`src/rtl/rv32i_types_pkg.sv`:
```
// Shared RV32I pipeline types for the fetch/decode boundary.
// Holds the fetch FSM encoding, bubble constant and IF/ID bundle.
package rv32i_types;

    localparam int XLEN = 32;
    localparam logic [XLEN-1:0] NOP_INSTR = 32'h0000_0013;

    typedef enum logic [1:0] {
        READY,
        WAIT,
        DROP
    } fetch_state_t;

    typedef struct packed {
        logic [XLEN-1:0] pc;
        logic [XLEN-1:0] instr;
        logic            valid;
    } if_id_t;

endpackage

```
`src/rtl/if_id_stage_hold_buf.sv`:
```
// One-entry skid buffer for an instruction returned while decode stalls.
// Clear wins over load so a flush always empties the entry.
module if_id_hold_buf
    import rv32i_types::*;
(
    input  logic            clk_i,
    input  logic            rst_i,
    input  logic            load_i,
    input  logic            clear_i,
    input  logic [XLEN-1:0] pc_i,
    input  logic [XLEN-1:0] instr_i,
    output if_id_t          hold_o
);

    if_id_t hold_q;
    if_id_t hold_d;

    // Next entry: clear drops it, load captures a fresh instruction.
    always_comb begin
        hold_d = hold_q;
        if (clear_i) begin
            hold_d.valid = 1'b0;
        end else if (load_i) begin
            hold_d.pc    = pc_i;
            hold_d.instr = instr_i;
            hold_d.valid = 1'b1;
        end
    end

    // Entry register with synchronous reset to an empty bubble.
    always_ff @(posedge clk_i) begin
        if (rst_i) begin
            hold_q.pc    <= '0;
            hold_q.instr <= NOP_INSTR;
            hold_q.valid <= 1'b0;
        end else begin
            hold_q <= hold_d;
        end
    end

    assign hold_o = hold_q;

endmodule

```
`src/rtl/if_id_stage.sv`:
```
// IF/ID stage: tracks one outstanding I-cache fetch and feeds decode.
// Stalled responses park in a skid buffer; PCSrc flushes everything.
module if_id_stage
    import rv32i_types::*;
(
    input  logic            clk,
    input  logic            rst,
    input  logic [XLEN-1:0] IF_pc,
    input  logic            IF_read,
    input  logic [XLEN-1:0] IF_rdata,
    input  logic            IF_resp,
    input  logic            if_id_write,
    input  logic            PCSrc,
    output logic            IF_ready,
    output logic [XLEN-1:0] ID_pc,
    output logic [XLEN-1:0] ID_instr,
    output logic            ID_valid,
    output logic [4:0]      ID_RS1,
    output logic [4:0]      ID_RS2,
    output logic [4:0]      ID_RD
);

    fetch_state_t    state_q;
    logic [XLEN-1:0] req_pc_q;
    if_id_t          id_q;
    if_id_t          id_d;
    if_id_t          hold;

    logic issue;
    logic resp_ok;
    logic hold_load;
    logic hold_clear;

    // A response only counts when it answers a live fetch.
    assign IF_ready   = (state_q == READY) & ~hold.valid & ~PCSrc;
    assign issue      = IF_read & IF_ready;
    assign resp_ok    = IF_resp & (state_q == WAIT) & ~PCSrc;
    assign hold_load  = resp_ok & ~if_id_write;
    assign hold_clear = PCSrc | (if_id_write & hold.valid);

    if_id_hold_buf u_hold (
        .clk_i   (clk),
        .rst_i   (rst),
        .load_i  (hold_load),
        .clear_i (hold_clear),
        .pc_i    (req_pc_q),
        .instr_i (IF_rdata),
        .hold_o  (hold)
    );

    // Fetch FSM: one request in flight, flushed fetches drain in DROP.
    always_ff @(posedge clk) begin
        if (rst) begin
            state_q  <= READY;
            req_pc_q <= '0;
        end else begin
            unique case (state_q)
                READY: begin
                    if (issue) begin
                        state_q  <= WAIT;
                        req_pc_q <= IF_pc;
                    end
                end
                WAIT: begin
                    if (IF_resp) begin
                        state_q <= READY;
                    end else if (PCSrc) begin
                        state_q <= DROP;
                    end
                end
                DROP: begin
                    if (IF_resp) begin
                        state_q <= READY;
                    end
                end
                default: state_q <= READY;
            endcase
        end
    end

    // Decode register update: flush, buffered, direct, bubble, stall.
    always_comb begin
        id_d = id_q;
        if (PCSrc) begin
            id_d.valid = 1'b0;
            id_d.instr = NOP_INSTR;
        end else if (if_id_write) begin
            if (hold.valid) begin
                id_d = hold;
            end else if (resp_ok) begin
                id_d.pc    = req_pc_q;
                id_d.instr = IF_rdata;
                id_d.valid = 1'b1;
            end else begin
                id_d.valid = 1'b0;
                id_d.instr = NOP_INSTR;
            end
        end
    end

    // Decode register with synchronous reset to a bubble at PC 0.
    always_ff @(posedge clk) begin
        if (rst) begin
            id_q.pc    <= '0;
            id_q.instr <= NOP_INSTR;
            id_q.valid <= 1'b0;
        end else begin
            id_q <= id_d;
        end
    end

    assign ID_pc    = id_q.pc;
    assign ID_instr = id_q.instr;
    assign ID_valid = id_q.valid;
    assign ID_RS1   = id_q.instr[19:15];
    assign ID_RS2   = id_q.instr[24:20];
    assign ID_RD    = id_q.instr[11:7];

endmodule

```
`config.mk`:
```
export PLATFORM = sky130hd
export DESIGN_NAME = if_id_stage
export DESIGN_NICKNAME = d
export VERILOG_FILES = /design/src/rtl/rv32i_types_pkg.sv /design/src/rtl/if_id_stage_hold_buf.sv /design/src/rtl/if_id_stage.sv
export SDC_FILE = /design/constraint.sdc
export NUM_CORES = 1
export LEC_CHECK = 0
export CAP_MARGIN = 15
export CORE_MARGIN = 1.5
export CORE_UTILIZATION = 45
export DETAILED_ROUTE_END_ITERATION = 8
export HOLD_SLACK_MARGIN = 0.12
export PLACE_DENSITY_LB_ADDON = 0.3
export SYNTH_ARGS = -nofsm -noshare
export SYNTH_HDL_FRONTEND = slang
export SYNTH_SLANG_ARGS = --single-unit
export TNS_END_PERCENT = 50
```
`constraint.sdc`:
```
create_clock -name clk -period 1.6 [get_ports clk]
set_input_delay 0.24 -clock clk [delete_from_list [all_inputs] [get_ports clk]]
set_output_delay 0.24 -clock clk [all_outputs]
set_load 0.02 [all_outputs]
```
Yosys cells after proc, flatten, opt, wreduce, memory -nomap -nowiden:

Cells that the tools add are included.

* register bits after elaboration: 164
* input bits: 70
* output and inout bits: 81
* word-level logic and storage cells: 41

* equality and inequality tests: 5
* muxes and demuxes: 8
* bitwise operators: 12
* reductions and logical operators: 8

Operators with widths (count)
* 2-to-1 mux 65 bit: 1
* 2-to-1 mux 33 bit: 1
* 2-to-1 mux 32 bit: 1
* 2-to-1 mux 2 bit: 4
* AND 1 bit: 7
* case mux 2 bit (3 select lines): 1
* AND reduction 3 bit: 2
* != test 2 bit (second input constant): 2
* NOT 1 bit: 4
* AND reduction 2 bit: 2
* OR reduction 2 bit: 2
* != test 3 bit (second input constant): 1
* equality test 2 x 1 -> 1 bit (second input constant): 1
* equality test 2 bit (second input constant): 1
* zero test 2 bit: 1
* nonzero test 2 bit: 1
* bitwise OR 1 bit: 1

Depth between registers and ports, before layout:

Gate-level depths: netlist of run 1.

* depth after elaboration: 6
* mapped depth: 6
* gate-level depth less buffers: 3

By module:

A second synthesis of run 1 with hierarchy kept.

* cell total of the unflattened synthesis: 880
* area total of the unflattened synthesis: 8262.9 µm²

Modules (own cells, without submodules)
* if_id_stage: instances 1, cells each 587, area an instance 5039.8 µm², sequential area each 1981.9 µm²
* if_id_hold_buf: instances 1, cells each 293, area an instance 3223.1 µm², sequential area each 1301.2 µm²

Worst setup path after synthesis of run 1:

No wires, ideal clock.

* path type: register to register
* start point: register u_hold.hold_q (netlist bit u_hold.hold_o[0])
* end point: register id_q (netlist bit ID_instr[27])
* library setup time: 132 ps
* data arrival time: 1260 ps
* data required time: 1468 ps
* setup slack: 208 ps
* cell stages (with the launch flop): 7
* path buffers: 3
* period minus slack after synthesis: 1392 ps
* path through: dfxtp_1 -> buf_2 -> buf_4 -> buf_2 -> mux2_2 -> o211ai_1 -> a21oi_1

* longest elaborated chain between the ends: 1

RTL lines
* start, declared: line if_id_stage_hold_buf.sv:15 `if_id_t hold_q;`
* start signal, assigned: line if_id_stage_hold_buf.sv:37 `hold_q <= hold_d;`
* 2-to-1 mux 65 bit: line if_id_stage.sv:88 `if (hold.valid) begin`
* end signal, assigned: line if_id_stage.sv:108 `id_q <= id_d;`
* end, declared: line if_id_stage.sv:25 `if_id_t id_q;`

Every way passes these cells.
A chain may end at the register's enable or synchronous reset.

Worst setup path after layout of run 1:

* start point: register state_q[1]
* end point: output IF_ready

* longest elaborated chain between the ends: 3

RTL lines
* start, declared: line if_id_stage.sv:23 `fetch_state_t state_q;`
* start signal, assigned: line if_id_stage.sv:54 `state_q <= READY;`
* start signal, assigned: line if_id_stage.sv:60 `state_q <= WAIT;`
* start signal, assigned: line if_id_stage.sv:66 `state_q <= READY;`
* zero test 2 bit: line if_id_stage.sv:35 `assign IF_ready = (state_q == READY) & ~hold.valid & ~PCSrc;`
* AND 1 bit (2 in series): line if_id_stage.sv:35
* end, declared: line if_id_stage.sv:14 `output logic IF_ready,`

Every way passes these cells.

==> impl_metrics.py, run 1 <==
metrics = {
    "critical_path": {
        "rrSetupSlack_ns": 0.09,
        "crit_type": "reg2out",
        "startpoint": "state_q[1]$_SDFFE_PP0P_",
        "critPathArrivalTime_ns": 1.38,
        "start_kind": "flop",
        "crit_path_max_fanout": 3,
        "required_ns": 1.36,
        "reg2reg_from": "state_q[0]$_SDFFE_PP0P_",
        "crit_path_end_kind": "output port",
    },
    "placed_design": {
        "dp.cells": 1180,
        "dp_hpwl_um": 13000,
        "gp_congestion": 0.768,
        "pre_cts_slack_ns": -0.385,
        "portBuffers": 150,
    },
    "die": {
        "die_w_um": 133,
        "rows": 47,
        "die_h_um": 133,
        "start_util_pct": 46.2,
        "core-area_um2": 16600,
        "die-area_um2": 17800,
        "ios": 151,
    },
    "cts": {
        "cts.clk_slew.worst_paths_ns": 0.07,
        "root_buffer": "clkbuf_16",
        "cts_buffer_depth": 2,
        "cts_max_level": 4,
        "numCtsBuffers": 17,
        "ctsHoldBuffers": 0,
        "clk_latency_ns": 0.43,
        "clkSinkCount": 164,
        "tritoncts": "done",
    },
    "sta": {
        "setup_tns_ns": -0.0176,
        "hold_viol": 0,
        "period_share_pct": 101,
        "fmax_mhz": 618,
        "timing.final.crit_period_ns": 1.62,
        "clock_skew_ns": 0.00840,
        "hold_ws_ns": 0.135,
        "drv_slew": 0,
        "rsz0062_at_grt": "true",
        "finalSetupViolations": 1,
        "tightest_slew_ns": 0.371,
        "worst_slack_ns": -0.0176,
        "slew_headroom_pct": 75.1,
    },
    "hold_path": {
        "min_from": "rst",
        "hold_class": "in2reg",
    },
    "logic_synthesis": {
        "synth_xor_area_share_pct": 0,
        "synthesis.area_um2": 7660,
        "synth.yosys.seq_area_share_pct": 42.9,
        "synth_adder_area_share_pct": 0,
        "ys_warn_count": 0,
        "syn-instance-count": 884,
        "synth_top_family_by_area": "simple AND/OR/NAND/NOR gates",
        "syn_nets": 954,
        "ys_ff_latch": 164,
        "synth.mux.area_fraction_pct": 4.79,
        "synthSimpleGateAreaFrac_pct": 23.5,
        "postSynthAreaPerCell_um2": 8.66,
        "synth_cell_types": 36,
        "synth_compound_gate_area_share_pct": 20.9,
    },
    "detailed_routing": {
        "wl_um": 21100,
        "postRouteAntennaNets": 0,
        "drc_errors": 0,
        "viasPerCell": 5.93,
        "wire_per_inst_um": 17.4,
        "drt_pass1_iterations": 5,
        "dr.first_iter.drc_count": 590,
        "vias": 7198,
    },
    "cells_and_area": {
        "n_antenna_cell": 0,
        "drive_above_1_share_pct": 12.5,
        "layout_common_cells": "dfxtp_1, a21oi_1, dlygate4sd2_1, o21ai_0, clkdlybuf4s50_1",
        "instances_no_fill": 1213,
        "final_common_cell": "dfxtp_1",
        "post-route-util_pct": 60.0,
        "final_nets": 1050,
        "syn_to_final_growth_pct": 29.9,
    },
    "grt": {
        "gr-total-overflow": 0,
        "top_usage_layer": "met2",
        "grt_pass1_wl_um": 34200,
        "grtUsageMet2_pct": 37.8,
        "grt_use_met1_pct": 32.4,
        "grt_max_degree": 78,
        "grt_pass1_vias": 6625,
        "grtUsageTotal_pct": 23.7,
        "antenna_found_initial": 0,
        "globalRouteMet3Util_pct": 4.76,
    },
    "job": {
        "max_cap_violations": 0,
    },
    "pwr": {
        "leakage_nw": 3.66,
        "power.density_nw_per_um2": 922,
        "peakVddDrop_v": 0.000795,
    },
    "status": {
        "status": "finished, violations left",
        "violations": "negative setup slack",
    },
}
logic make-up after synthesis:
family / Yosys count
flip-flops: 164
AND/OR/NAND/NOR: 271
AO/OA/AOI/OAI: 290
multiplexers: 33
buffers and inverters: 126
worst paths after layout:
check                                        end  depth (start not counted)
setup / recovery                        IF_ready                          2
hold / removal    u_hold.hold_o[29]$_SDFFE_PP0P_                          2
setup reg to reg           ID_valid$_SDFFE_PP0P_                          5
hold reg to reg         ID_instr[2]$_SDFFE_PP0P_                          2
sequential cells by signal, summed over array words and instances, names as in the netlist:
signal	cells
ID_instr	32
ID_pc	32
ID_valid	1
req_pc_q	32
state_q	2
u_hold.hold_o	65
where the power goes:
group | internal (W) | switching [W] | leakage [nW]
Clock | 0.00234 | 0.00180 | 0.280
Combinational | 0.000388 | 0.000450 | 2.06
Sequential | 0.00414 | 0.0000481 | 1.33
timing repair:
action / in CTS / in global routing
resized for setup: 84 / 8
setup endpoints to repair: 81 / 58
pin swaps: 1 / 1
hold endpoints to repair: 0 / 0
setup buffers: 0 / 1
stage by stage:
| stage | power [W] | area [um^2] |
|---|---|---|
| 2_1_floorplan | 0.00468 | 7660 |
| 3_3_place_gp | 0.00510 | 9420 |
| 3_5_place_dp | 0.00511 | 9420 |
| 4_1_cts | 0.00923 | 9920 |
| 5_1_grt | 0.00949 | 9950 |
| 6_report | 0.00917 | 9950 |
layer usage:
layer | part of all wire (%) | routed length [um] | vias to the layer above
li1 | - | - | 3459
met1 | 45 | 9510 | 3424
met2 | 47 | 9840 | 289
met3 | 6.9 | 1460 | 26
met4 | 1.5 | 322 | 0
met5 | 0 | 0 | -
area by class of cell:
class / count / area (um^2)
fillers: 1499 / 6640
multi-input cells: 594 / 3790
flip-flops and latches: 164 / 3290
repair buffers: 202 / 1990
clock buffers: 17 / 425
well taps: 220 / 275
clock inverters: 15 / 171
inverters: 1 / 3.75
critical path, stage by stage, from the launching register on:
cell and delay (ns):
dfxtp_2 0.33, nor4_4 0.41, buf_4 0.22
Yosys cell counts, drive strengths merged:
cell type,instances,area share [%]
nor4,1,0.28
nand4,32,2.6
inv,1,0.049
o21ai,96,6.3
a211oi,1,0.098
o211a,3,0.39
a31oi,32,2.6
nor2,8,0.39
nand3,61,4.0
nor3,3,0.26
and4bb,1,0.16
a21oi,123,8.0
nor4b,1,0.11
nand4bb,1,0.15
nand2b,33,2.7
buf,60,4.7
and2,2,0.16
or2,1,0.082
a211o,3,0.34
and4b,32,4.2
nor2b,1,0.082
nand3b,33,3.2
o211ai,29,2.8
clkbuf,65,3.2
mux2,29,4.3
dfxtp,164,43
mux2i,4,0.52
a21boi,3,0.29
nand4b,32,3.7
nand2,29,1.4
No activity file was read; power rests on OpenSTA's default activity.
==> run 2: changes to the inputs <==
--- a/config.mk
+++ b/config.mk
@@ -5,6 +5,7 @@
 export SDC_FILE = /design/constraint.sdc
 export NUM_CORES = 1
 export LEC_CHECK = 0
+export ABC_CLOCK_PERIOD_IN_PS = 1600
 export CAP_MARGIN = 15
 export CORE_MARGIN = 1.5
 export CORE_UTILIZATION = 45
==> results of run 2 <==
Same layout as run 1: the final DEF is identical, and so are final timing and power.
==> run 3: changes to the inputs <==
--- a/config.mk
+++ b/config.mk
@@ -8,7 +8,7 @@
 export ABC_CLOCK_PERIOD_IN_PS = 1600
 export CAP_MARGIN = 15
 export CORE_MARGIN = 1.5
-export CORE_UTILIZATION = 45
+export CORE_UTILIZATION = 40
 export DETAILED_ROUTE_END_ITERATION = 8
 export HOLD_SLACK_MARGIN = 0.12
 export PLACE_DENSITY_LB_ADDON = 0.3
==> run 3 against run 2 <==
The run now ends clean. Clock-buffer cell count grew 3. Clock power shrank 5.6%. Worst setup slack gained 0.037 ns. Register-to-register slack lost 0.04 ns. Sequential cell count is the same. Via count shrank 0.51%. First-iteration DRC count shrank 15%. Clock skew is essentially flat. Critical path type unchanged.
==> impl_metrics.py, run 3 (synthesized netlist as in run 1, its figures left out) <==
metrics = {
    "status": {
        "status": "complete, no violations",
    },
    "cells_and_area": {
        "final_common_cell": "dfxtp_1",
        "drive_above_1_share_pct": 13.1,
        "n_antenna_cell": 0,
        "largest_register_ffs": 65,
        "final_nets": 1060,
        "multi_input_area_um2": 3790,
        "layout_common_cells": "dfxtp_1, a21oi_1, dlygate4sd2_1, o21ai_0, clkdlybuf4s50_1",
        "syn_to_final_growth_pct": 31.8,
        "post-route-util_pct": 53.8,
        "regArea_um2": 3290,
        "instances_no_fill": 1236,
        "n_fill_cell": 1729,
    },
    "pwr": {
        "switching_share_pct": 24.4,
        "p_sw_w": 0.00219,
        "leakage_nw": 3.72,
        "p_seq_share_pct": 46.8,
        "combinationalPowerShare_pct": 9.7,
        "p_int_w": 0.00678,
        "peakVddDrop_v": 0.000675,
        "power.density_nw_per_um2": 888,
        "clkPwrFrac_pct": 43.6,
    },
    "cts": {
        "numCtsBuffers": 17,
        "cts.clk_slew.worst_paths_ns": 0.06,
        "tritoncts": "done",
        "cts_buffer_depth": 2,
        "clk_latency_ns": 0.42,
        "clkSinkCount": 164,
        "ctsHoldBuffers": 0,
        "root_buffer": "clkbuf_16",
        "cts_max_level": 4,
    },
    "placed_design": {
        "gp_congestion": 0.770,
        "portBuffers": 150,
        "dp_hpwl_um": 13600,
        "dp.cells": 1200,
    },
    "critical_path": {
        "rrSetupSlack_ns": 0.05,
        "crit_type": "reg2out",
        "crit_path_max_incr_delay_ns": 0.36,
        "start_kind": "flop",
        "critPathArrivalTime_ns": 1.34,
        "cp_top_family": "flip-flops",
        "crit_path_end_kind": "output port",
        "path_cells": "nor4_4 -> buf_4",
        "slowest_stage": "dfxtp_4",
        "critPathBufInv": 1,
        "crit_path_max_fanout": 2,
        "required_ns": 1.36,
    },
    "detailed_routing": {
        "dr.first_iter.drc_count": 500,
        "postRouteAntennaNets": 0,
        "drt_pass1_iterations": 5,
        "wire_per_inst_um": 17.2,
        "vias": 7161,
        "wl_um": 21300,
        "drc_errors": 0,
        "viasPerCell": 5.79,
    },
    "sta": {
        "clock_skew_ns": 0.00859,
        "timing.final.crit_period_ns": 1.58,
        "hold_viol": 0,
        "period_share_pct": 98.8,
        "drv_slew": 0,
        "finalSetupViolations": 0,
        "slew_headroom_pct": 77.9,
        "fmax_mhz": 633,
        "hold_ws_ns": 0.182,
        "rsz0062_at_grt": "true",
        "tightest_slew_ns": 0.329,
    },
    "grt": {
        "grt_pass1_vias": 6849,
        "antenna_found_initial": 0,
        "grt_max_degree": 83,
        "grtUsageTotal_pct": 21.4,
        "gr-total-overflow": 0,
        "grt_pass1_wl_um": 34900,
    },
    "die": {
        "start_util_pct": 40.8,
        "core-area_um2": 18800,
        "die_h_um": 141,
        "die-area_um2": 20000,
        "ios": 151,
        "rows": 50,
        "die_w_um": 141,
    },
    "hold_path": {
        "hold_class": "in2reg",
    },
    "job": {
        "max_cap_violations": 0,
    },
}
## run 3: cell types whose count changed in the layout (fill, tap and decap cells not counted), sizes merged
cell           delta
inv               -5
dlymetal6s2s      -1
bufinv            -1
clkinvlp          -1
clkinv            +3
clkbuf            +3
buf              +10
clkdlybuf4s50     +1
## run 3: what timing repair did
| item | in CTS | in global routing |
|---|---|---|
| setup buffers | 0 | 5 |
| endpoints found under the setup margin | 92 | 56 |
| gates resized for setup | 84 | 4 |
| endpoints found under the hold margin | 0 | 0 |
## run 3: metrics by stage
step,setup slack [ns],cell area (um^2),total power [W],setup TNS (ns)
6_report,0.0195,10100,0.00896,0
3_5_place_dp,-0.339,9560,0.00513,-41.45
2_1_floorplan,0.208,7660,0.00468,0
3_3_place_gp,-0.287,9560,0.00513,-36.31
4_1_cts,-0.0125,10000,0.00901,-0.0481
5_1_grt,-0.0328,10100,0.00927,-0.0456
## run 3: final timing paths
kind                            startpoint                             end  depth (start not counted)
max          u_hold.hold_o[0]$_SDFFE_PP0P_                        IF_ready                          2
max reg2reg        state_q[1]$_SDFFE_PP0P_       ID_instr[22]$_SDFFE_PP0P_                          6
min reg2reg       ID_instr[2]$_SDFFE_PP0P_        ID_instr[2]$_SDFFE_PP0P_                          2
min                                    rst  u_hold.hold_o[22]$_SDFFE_PP0P_                          2
## run 3: cell type report
| type | count | share of cell area [%] |
|---|---|---|
| Inverter | 1 | 0.0372 |
| Sequential cell | 164 | 32.6 |
| Timing Repair Buffer | 212 | 21.4 |
| Clock inverter | 11 | 1.02 |
| Clock buffer | 20 | 4.53 |
| Multi-Input combinational cell | 594 | 37.6 |
| Tap cell | 234 | 2.90 |
## run 3: layer usage
layer,part of all wire (%),global-route usage [%],vias to the layer above
li1,-,-,3469
met1,46,29.7,3428
met2,47,33.3,240
met3,6.0,3.78,24
met4,1.6,8.06,0
met5,0,0,-
## run 3: power groups by stage
stage                     clock network [W]  logic [W]  registers, W
after floorplan                           0   0.000402       0.00428
after global placement                    0   0.000851       0.00428
after detailed placement                  0   0.000851       0.00428
after CTS                           0.00397   0.000845       0.00419
after global routing                0.00414   0.000934       0.00420
final                               0.00391   0.000868       0.00419
